$ cat src/rtl/loop_counter_2d_if.sv
// Handshake bundle for loop_counter_2d: start/advance inputs and the counted tuple with its flags.
// Master drives start_i/en_i and observes the tuple; slave is the counter itself.
interface loop_counter_2d_if #(
    parameter int WORD_SIZE = 16
);
    logic                 start_i;
    logic                 en_i;
    logic [WORD_SIZE-1:0] inner_o;
    logic [WORD_SIZE-1:0] outer_o;
    logic                 valid_o;
    logic                 last_inner_o;
    logic                 last_o;
    logic                 done_o;

    modport master (
        output start_i,
        output en_i,
        input  inner_o,
        input  outer_o,
        input  valid_o,
        input  last_inner_o,
        input  last_o,
        input  done_o
    );

    modport slave (
        input  start_i,
        input  en_i,
        output inner_o,
        output outer_o,
        output valid_o,
        output last_inner_o,
        output last_o,
        output done_o
    );
endinterface

$ cat src/rtl/loop_counter_2d.sv
// Two-level row-major loop counter: outer 0..OUTER_MAX, inner 0..INNER_MAX, one tuple per en_i.
// Define LOOP_COUNTER_2D_AUTO_RESTART_EN to wrap straight into the next sweep instead of idling.
module loop_counter_2d #(
    parameter int WORD_SIZE = 16,
    parameter int INNER_MAX = 10,
    parameter int OUTER_MAX = 4
) (
    input  logic             clk_i,
    input  logic             reset_i,
    loop_counter_2d_if.slave bus
);

    typedef enum logic {
        eIDLE  = 1'b0,
        eCOUNT = 1'b1
    } state_t;

    localparam logic [WORD_SIZE-1:0] INNER_LAST = WORD_SIZE'(INNER_MAX);
    localparam logic [WORD_SIZE-1:0] OUTER_LAST = WORD_SIZE'(OUTER_MAX);
    localparam logic [WORD_SIZE-1:0] ONE        = WORD_SIZE'(1);

    // Bounds must be non-negative and representable in the count width.
    generate
        if (WORD_SIZE < 1 || WORD_SIZE > 32) begin : g_bad_width
            $error("loop_counter_2d: WORD_SIZE must be in 1..32");
        end
        if (INNER_MAX < 0 || (WORD_SIZE < 31 && INNER_MAX > (2 ** WORD_SIZE) - 1)) begin : g_bad_inner
            $error("loop_counter_2d: INNER_MAX negative or wider than WORD_SIZE");
        end
        if (OUTER_MAX < 0 || (WORD_SIZE < 31 && OUTER_MAX > (2 ** WORD_SIZE) - 1)) begin : g_bad_outer
            $error("loop_counter_2d: OUTER_MAX negative or wider than WORD_SIZE");
        end
    endgenerate

    state_t               state_q, state_d;
    logic [WORD_SIZE-1:0] inner_q, inner_d;
    logic [WORD_SIZE-1:0] outer_q, outer_d;
    logic                 done_q,  done_d;

    logic at_inner_last;
    logic at_outer_last;

    assign at_inner_last = (inner_q == INNER_LAST);
    assign at_outer_last = (outer_q == OUTER_LAST);

    always_ff @(posedge clk_i) begin
        if (reset_i) begin
            state_q <= eIDLE;
            inner_q <= '0;
            outer_q <= '0;
            done_q  <= 1'b0;
        end else begin
            state_q <= state_d;
            inner_q <= inner_d;
            outer_q <= outer_d;
            done_q  <= done_d;
        end
    end

    always_comb begin
        state_d = state_q;
        inner_d = inner_q;
        outer_d = outer_q;
        done_d  = 1'b0;
        case (state_q)
            eIDLE: begin
                if (bus.start_i) begin
                    state_d = eCOUNT;
                    inner_d = '0;
                    outer_d = '0;
                end
            end
            eCOUNT: begin
                if (bus.en_i) begin
                    if (!at_inner_last) begin
                        inner_d = inner_q + ONE;
                    end else if (!at_outer_last) begin
                        inner_d = '0;
                        outer_d = outer_q + ONE;
                    end else begin
                        // Final tuple consumed: clear counts and flag completion.
                        inner_d = '0;
                        outer_d = '0;
                        done_d  = 1'b1;
`ifdef LOOP_COUNTER_2D_AUTO_RESTART_EN
                        state_d = eCOUNT;
`else
                        state_d = eIDLE;
`endif
                    end
                end
            end
            default: begin
                state_d = eIDLE;
                inner_d = '0;
                outer_d = '0;
            end
        endcase
    end

    assign bus.valid_o      = (state_q == eCOUNT);
    assign bus.inner_o      = inner_q;
    assign bus.outer_o      = outer_q;
    assign bus.last_inner_o = (state_q == eCOUNT) && at_inner_last;
    assign bus.last_o       = (state_q == eCOUNT) && at_inner_last && at_outer_last;
    assign bus.done_o       = done_q;

endmodule
$ cat src/flat_wrapper.sv
// flat-port wrapper written by rule: the top's interface ports become plain ports
module loop_counter_2d_flat 
#(
    parameter int WORD_SIZE = 16,
    parameter int INNER_MAX = 10,
    parameter int OUTER_MAX = 4
)
  (clk_i, reset_i, bus_start_i, bus_en_i, bus_inner_o, bus_outer_o, bus_valid_o, bus_last_inner_o, bus_last_o, bus_done_o);
  loop_counter_2d_if #(.WORD_SIZE(WORD_SIZE)) bus_i ();
  input  logic clk_i;
  input  logic reset_i;
  input wire logic [$bits(bus_i.start_i)-1:0] bus_start_i;
  input wire logic [$bits(bus_i.en_i)-1:0] bus_en_i;
  output wire logic [$bits(bus_i.inner_o)-1:0] bus_inner_o;
  output wire logic [$bits(bus_i.outer_o)-1:0] bus_outer_o;
  output wire logic [$bits(bus_i.valid_o)-1:0] bus_valid_o;
  output wire logic [$bits(bus_i.last_inner_o)-1:0] bus_last_inner_o;
  output wire logic [$bits(bus_i.last_o)-1:0] bus_last_o;
  output wire logic [$bits(bus_i.done_o)-1:0] bus_done_o;
  assign bus_i.start_i = bus_start_i;
  assign bus_i.en_i = bus_en_i;
  assign bus_inner_o = bus_i.inner_o;
  assign bus_outer_o = bus_i.outer_o;
  assign bus_valid_o = bus_i.valid_o;
  assign bus_last_inner_o = bus_i.last_inner_o;
  assign bus_last_o = bus_i.last_o;
  assign bus_done_o = bus_i.done_o;
  loop_counter_2d #(.WORD_SIZE(WORD_SIZE), .INNER_MAX(INNER_MAX), .OUTER_MAX(OUTER_MAX)) u_core (.clk_i(clk_i), .reset_i(reset_i), .bus(bus_i));
endmodule
$ cat config.mk
export PLATFORM = sky130hd
export DESIGN_NAME = loop_counter_2d_flat
export DESIGN_NICKNAME = d
export VERILOG_FILES = /design/src/rtl/loop_counter_2d_if.sv /design/src/rtl/loop_counter_2d.sv /design/src/flat_wrapper.sv
export SDC_FILE = /design/constraint.sdc
export NUM_CORES = 1
export LEC_CHECK = 0
export CAP_MARGIN = 20
export CORE_MARGIN = 4
export CORE_UTILIZATION = 50
export DETAILED_ROUTE_END_ITERATION = 8
export PLACE_DENSITY = 0.8
export SETUP_SLACK_MARGIN = 0.3
export SYNTH_ARGS = -nofsm -noshare
export SYNTH_HDL_FRONTEND = slang
export SYNTH_SLANG_ARGS = --single-unit
$ cat constraint.sdc
create_clock -name clk_i -period 5 [get_ports clk_i]
set_input_delay 1 -clock clk_i [delete_from_list [all_inputs] [get_ports clk_i]]
set_output_delay 1 -clock clk_i [all_outputs]
set_load 0.01 [all_outputs]
* After elaboration in Yosys (flattened, before gate mapping) *
Index checks and enable logic that the tools add are counted.

storage, ports and cells
  register bits after elaboration = 34
  input port bits = 4
  ROM bits = 0
  memories kept = 0
  logic and storage cells = 33
  RAM bits = 0
  bits in latches = 0
  output and inout bits = 36

cells by class
  reductions and logical operators = 5
  add/sub/neg operators = 2
  $lt $le $gt $ge = 0
  bitwise operators = 3
  mux-type cells = 14
  shift-type cells = 0
  multiply operators = 0
  equal/unequal tests = 5
  div/mod/pow operators = 0

operators with widths
  kind                     count
  $mux W16                 6
  $pmux W16 S2             2
  $add A16 B1 Y16 const B  2
  $eq A16 B3 Y1 const B    1
  $eq A16 B4 Y1 const B    1
  $ne A2 B2 Y1 const B     3
  $mux W1                  5
  $reduce_or A4 Y1         1
  $not A1 Y1               3
  $reduce_and A3 Y1        1
  $logic_and A1 B1 Y1      2
  $pmux W1 S2              1
  $reduce_and A2 Y1        1

* Depth between registers and ports, before layout *
  depth in word-level cells = 5
  gate-level depth with buffers = 9
  gate-level depth less buffers = 7

* Least setup slack after synthesis *
Ideal clock, no wire load.

  kind = reg2out
  start = register u_core.inner_q[1] (netlist: u_core.bus.inner_o[1])
  end = output bus_last_o
  setup slack = 2.669 ns
  arrival time = 1.331 ns
  path buffers = 0
  stages on the path, launching flop included = 6
  required time = 4.000 ns
  cells stage by stage = dfxtp_1 ha_1 nor4b_4 and4_4 nand2_1 nor2_1

on the way
  longest elaborated chain between the ends = 3

RTL lines
  element                           RTL line                text
  start: declaration                loop_counter_2d.sv:36   logic [WORD_SIZE-1:0] inner_q, inner_d;
  start signal: assignment          loop_counter_2d.sv:54   inner_q <= inner_d;
  $eq A16 B4 Y1                     loop_counter_2d.sv:43   assign at_inner_last = (inner_q == INNER_LAST);
  $logic_and A1 B1 Y1 (2 in a row)  loop_counter_2d.sv:105  assign bus.last_o = (state_q == eCOUNT) && at_inner_last && at_outer_last;
  end: declaration                  flat_wrapper.sv:18      output wire logic [$bits(bus_i.last_o)-1:0] bus_last_o;

No other way between the ends.

* Worst setup path after layout *
  start = register u_core.outer_q[0] (netlist: u_core.bus.outer_o[0])
  end = output bus_last_o

on the way
  longest elaborated chain between the ends = 2

RTL lines
  element                   RTL line                text
  start: declaration        loop_counter_2d.sv:37   logic [WORD_SIZE-1:0] outer_q, outer_d;
  start signal: assignment  loop_counter_2d.sv:55   outer_q <= outer_d;
  $eq A16 B3 Y1             loop_counter_2d.sv:44   assign at_outer_last = (outer_q == OUTER_LAST);
  $logic_and A1 B1 Y1       loop_counter_2d.sv:105

No other way between the ends.

==> impl_metrics.env <==
export IMPL_sw_frac_of_total_pct=23.8
export IMPL_io_pins=40
export IMPL_die_y_um=69.2
export IMPL_r2r_start="u_core.bus.inner_o[0]"
export IMPL_nets=270
export IMPL_rr_endpoint="u_core.bus.inner_o[14]"
export IMPL_worst_r2r_path_depth=7
export IMPL_netlist_instances=226
export IMPL_antenna_found_initial=0
export IMPL_comb_power_share_pct=7.7
export IMPL_crit_type="register to output pin"
export IMPL_areaGrowthSynthToFinish_pct=26.8
export IMPL_overflow=0
export IMPL_grt_pass1_wl_mm=8.09
export IMPL_root_buffer="clkbuf_8"
export IMPL_power_leakage_nw=0.772
export IMPL_max_freq_mhz=310
export IMPL_period_share_pct=64.6
export IMPL_postCtsSetupBuffers=0
export IMPL_vdd_drop_max_uv=142
export IMPL_cap_violations=0
export IMPL_ff2ff_setup_slack_ns=2.83
export IMPL_p_int_mw=0.427
export IMPL_worst_setup_path_end_kind="output pin"
export IMPL_crit_chain="inv_1 > ha_1 > nor4b_1 > nand4_1 > nor2_1 > clkdlybuf4s50_1"
export IMPL_num_antenna_cells=0
export IMPL_synth_seq_cells=34
export IMPL_hold_path_class="register to register"
export IMPL_relSlewSlack_pct=39.8
export IMPL_finalClockSkew_ns=0.00622
export IMPL_die_width_um=69.2
export IMPL_final_hold_violation_count=0
export IMPL_grtUsageTotal_pct=20.3
export IMPL_clock_sinks=34
export IMPL_drcViolationCount=0
export IMPL_globalplace_congestion=0.772
export IMPL_p_sw_mw=0.133
export IMPL_die_area_um2=4790
export IMPL_port_buffers=39
export IMPL_num_vias=1897
export IMPL_rows=21
export IMPL_core_um2=3470
export IMPL_min_period_ns=3.23
export IMPL_insertion_delay_ns=0.29
export IMPL_drtIter0Drc=197
export IMPL_cpPeakStageDelay_ns=0.54
export IMPL_drive_above_1_share_pct=6.46
export IMPL_rsz0062_at_grt="no"
export IMPL_min_from="u_core.bus.outer_o[13]"
export IMPL_crit_fanout=5
export IMPL_ys_seq_area_share_pct=36.3
export IMPL_dpl_hpwl_mm=3.36
export IMPL_slew_violations=0
export IMPL_arrival_ns=2.23
export IMPL_total_power_mw=0.560
export IMPL_cp_data_required_time_ns=4.00
export IMPL_ant_nets=0
export IMPL_syn_num_nets=234
export IMPL_grt_max_degree=28
export IMPL_synth_edff_count=0
export IMPL_placed_cell_area_um2=2260
export IMPL_yosys_warnings=0
export IMPL_via_per_inst=6.14
export IMPL_hold_depth=2
export IMPL_final_cell_mix="clkdlybuf4s50_1 (39), dfxtp_1 (34), a21oi_1 (25)"
export IMPL_cp_slowest_cell="clkdlybuf4s50_1"
export IMPL_cts_hold_fix_buffers=0
export IMPL_synth_flop_cell="dfxtp_1"
export IMPL_h_tree_depth=2
export IMPL_layout_cells_most_common="clkdlybuf4s50_1"
export IMPL_grt_pass1_vias=1738
export IMPL_async_flop_share_pct=0
export IMPL_p_clk_share_pct=43.1
export IMPL_cp_start_kind="register"
export IMPL_p_seq_share_pct=49.2
export IMPL_synth_area_per_cell_um2=8.29
export IMPL_holdPathEnd="u_core.bus.outer_o[13]"
export IMPL_status="finished clean"
export IMPL_cts_buffers=5
export IMPL_post_cts_resized=0
export IMPL_fin_setup_tns_ns=0
export IMPL_drt_pass1_iter_count=4
export IMPL_post_route_cell_area_um2=2370
export IMPL_worstMarginPinSlew_ns=0.899
export IMPL_cts_tree="yes"
export IMPL_syn_area_um2=1870
export IMPL_initial_core_util_pct=54.0
export IMPL_wl_per_cell_um=15.5
export IMPL_setup_viol=0
export IMPL_clock_path_buffers=2
export IMPL_wl_mm=4.79
export IMPL_synth_distinct_cells=45
export IMPL_pwr_density_cell_nw_per_um2=236
export IMPL_clkTransAtPathRegs_ns=0.07
-- sequential cells by signal (all words and copies together) (netlist names) --
signal / cells
u_core.bus.inner_o: 16
u_core.bus.outer_o: 16
u_core.bus.done_o: 1
u_core.bus.valid_o: 1
-- per-layer routing --
metal / vias to the layer above / share of wire, % / track usage, % / wire, um
met3: 4 / 6.2 / 5.51 / 299
met4: 0 / 1.2 / 8.03 / 59
met2: 57 / 47 / 31.6 / 2230
met5: - / 0 / 0 / 0
li1: 937 / - / - / -
met1: 899 / 46 / 26.5 / 2200
-- area by class of cell --
cell class | count | area [um2]
clock buffer | 8 | 110
fill | 304 | 1090
inverter | 10 | 37.5
multi-input combinational | 171 | 1090
sequential | 34 | 681
tap | 46 | 57.6
timing repair buffer | 40 | 398
-- stage by stage --
| stage | setup WS [ns] | cells | utilization, % | hold slack, ns |
|---|---|---|---|---|
| after floorplan | 2.67 | 226 | - | 0.508 |
| after global placement | 1.89 | 300 | 65.1 | 0.498 |
| after detailed placement | 2.08 | 301 | 65.3 | 0.503 |
| after CTS | 1.76 | 309 | 68.5 | 0.512 |
| after global routing | 1.58 | 309 | 68.5 | 0.548 |
| final | 1.77 | 309 | 68.5 | 0.507 |
-- cell usage after synthesis (2+ instances only) --
cell type	n	area (um2)
o31ai_1	6	45.0
nor4b_1	2	17.5
o21ai_0	13	65.1
o221a_2	2	22.5
nor3b_1	2	15.0
nand2_1	17	63.8
nand3_1	9	45.0
nand4_1	5	31.3
inv_1	10	37.5
nor3_1	7	35.0
and3_1	6	37.5
a31oi_1	5	31.3
nand2b_1	2	12.5
or4_1	8	60.1
dfxtp_1	34	681
a21o_1	2	15.0
nor4_1	2	12.5
a21oi_1	25	125
a311oi_1	7	61.3
clkbuf_1	8	30.0
nor2_1	21	78.8
ha_1	4	50.1
buf_6	3	33.8
a41o_1	2	20.0
or4b_1	3	30.0
a211oi_1	2	15.0
-- power by group through the flow --
stage / clock, mW / combinational [mW] / sequential, mW
2_1_floorplan: 0 / 0.0288 / 0.282
3_3_place_gp: 0 / 0.0412 / 0.282
3_5_place_dp: 0 / 0.0426 / 0.282
4_1_cts: 0.242 / 0.0428 / 0.276
5_1_grt: 0.252 / 0.0474 / 0.276
6_report: 0.241 / 0.0430 / 0.276
-- worst max-delay path: cells and delay by family (launching register included) --
| family | cells | cell delay, ns |
|---|---|---|
| AND/OR/NAND/NOR | 3 | 0.79 |
| adder cells (fa/ha/maj) | 1 | 0.16 |
| buffers and inverters | 2 | 0.64 |
| flip-flops | 1 | 0.34 |
-- kinds of logic (layout without fill, tap and decap cells) --
logic type | after synthesis | after routing | synth area share (%)
XOR/XNOR | 2 | 2 | 0.935
buffers and inverters | 21 | 58 | 5.41
adder cells (fa/ha/maj) | 4 | 4 | 2.67
AND/OR/NAND/NOR | 95 | 95 | 30.1
flip-flops | 34 | 34 | 36.3
AO/OA/AOI/OAI | 70 | 70 | 24.6
-- worst max path at each step --
stage	startpoint	to	depth (start not counted)	slack (ns)
finish	u_core.bus.outer_o[0]	bus_last_o	6	1.77
global route	u_core.bus.outer_o[0]	bus_last_o	6	1.58
CTS	u_core.bus.outer_o[0]	bus_last_o	6	1.76
detailed placement	bus_en_i	u_core.bus.inner_o[14]	6	2.08
global placement	bus_en_i	u_core.bus.inner_o[10]	5	1.89
floorplan	u_core.bus.inner_o[1]	bus_last_o	5	2.67
No activity file was read; power rests on OpenSTA's default activity.
==> variant: new RTL, same flow settings <==
`WORD_SIZE` is set to 16 in 3 places; all go to 17.
--- a/src/rtl/loop_counter_2d_if.sv
+++ b/src/rtl/loop_counter_2d_if.sv
@@ -1,7 +1,7 @@
 // Handshake bundle for loop_counter_2d: start/advance inputs and the counted tuple with its flags.
 // Master drives start_i/en_i and observes the tuple; slave is the counter itself.
 interface loop_counter_2d_if #(
-    parameter int WORD_SIZE = 16
+    parameter int WORD_SIZE = 17
 );
     logic                 start_i;
     logic                 en_i;
--- a/src/rtl/loop_counter_2d.sv
+++ b/src/rtl/loop_counter_2d.sv
@@ -1,7 +1,7 @@
 // Two-level row-major loop counter: outer 0..OUTER_MAX, inner 0..INNER_MAX, one tuple per en_i.
 // Define LOOP_COUNTER_2D_AUTO_RESTART_EN to wrap straight into the next sweep instead of idling.
 module loop_counter_2d #(
-    parameter int WORD_SIZE = 16,
+    parameter int WORD_SIZE = 17,
     parameter int INNER_MAX = 10,
     parameter int OUTER_MAX = 4
 ) (
--- a/src/flat_wrapper.sv
+++ b/src/flat_wrapper.sv
@@ -1,7 +1,7 @@
 // flat-port wrapper written by rule: the top's interface ports become plain ports
 module loop_counter_2d_flat 
 #(
-    parameter int WORD_SIZE = 16,
+    parameter int WORD_SIZE = 17,
     parameter int INNER_MAX = 10,
     parameter int OUTER_MAX = 4
 )
Ports: changed (resized bus_inner_o and bus_outer_o); port bits go from 40 to 42. No check against the original RTL was run, so the function may have changed too.
==> variant against the unedited design <==
  * Synthesized cell count rose by 9.7%
  * Routed wire length rose by 13%
  * Via count up 13%
  * Sequential cell count grew 2
  * Largest power group unchanged
  * Cell area grew 6.4%
  * Non-clock buffer count is 5 higher
  * Setup slack got worse by 0.37 ns
  * Area after synthesis grew 5.8%
  * Die area up 5.1%
  * Combinational power down 13%
  * Total power shrank 2.4%
==> variant: results (changes against the unedited design) <==
* Status: completed (unchanged)
* Max Fclk at 0.278 GHz (was 0.310 GHz)
* Gr usage total at 21.4% (was 20.3%)
* Slew @ Worst Pin at 0.808 ns (was 0.899 ns)
* Fill cells at 326 (was 304)
* Critical path depth at 5 (was 6)
* Dpl cells at 330 (was 301)
* Hold Path End: u_core.bus.outer_o[0] (was u_core.bus.outer_o[13])
* Multiplexer share of the synthesized area at 1.01% (was 0%)
* Worst setup startpoint: u_core.bus.inner_o[1] (was u_core.bus.outer_o[0])
* Detailed placer's ending HPWL at 3650 µm (was 3360 µm)
* Area of the multi-input gates at 0.00118 mm² (was 0.00109 mm²)
* Pre-CTS setup slack at 1.71 ns (was 2.08 ns)
* Largest net degree at the start of global routing at 33 (was 28)
* IO buf count at 41 (was 39)
* Seq cells at 36 (was 34)
* Layout Nets at 297 (was 270)
* Worst vdd ir at 136 µV (was 142 µV)
* WP data arrival at 2.60 ns (was 2.23 ns)
* Routed vias at 2138 (was 1897)
* Top post-synthesis cells by area: dfxtp_1 (36%), a21oi_1 (5.8%), nand3_1 (4.0%) (was dfxtp_1 (36%), a21oi_1 (6.7%), nor2_1 (4.2%))
* R2R setup slack at 2.01 ns (was 2.83 ns)
* Via density at 6.33 (was 6.14)
* Avg Cell Area, Syn at 7.99 µm² (was 8.29 µm²)
* Min-delay src: u_core.bus.outer_o[0] (was u_core.bus.outer_o[13])
* Non-clk buf share at 17.4% (was 16.8%)
* Synth unique cells at 40 (was 45)
* Share of cells above drive strength 1 at 5.86% (was 6.46%)
* Initial DRC count at 275 (was 197)
* Leakage at 0.786 nW (was 0.772 nW)
-- variant: cell types whose count changed in the layout (fill, tap and decap cells not counted), moves of 4 or more --
cell     change
nor2_1       -6
or3_1        +6
nand2_1      +4
nand4_1      +4
nand3_1      +7
nor4_1       +7
-- variant: tightest hold or removal path: cells and delay by family (launching register included) --
| kind | cells | cell delay, ns |
|---|---|---|
| DFF | 1 | 0.36 |
| and+or+nand+nor | 1 | 0.07 |
| AOI/OAI and AO/OA | 1 | 0.05 |
-- variant: routing by layer --
metal  track usage [%]  routed length, µm  up-vias
met5                 0                  0        -
met4              5.64                 75        0
met3              6.11                476       11
met2              30.1               2340       94
met1              31.7               2520      990
li1                  -                  -     1043
-- variant: power by group --
part	internal, mW	switching (mW)	total (mW)	leakage [nW]
sequential	0.288	0.00267	0.290	0.290
combinational	0.0119	0.0253	0.0372	0.450
clock	0.113	0.106	0.219	0.0455
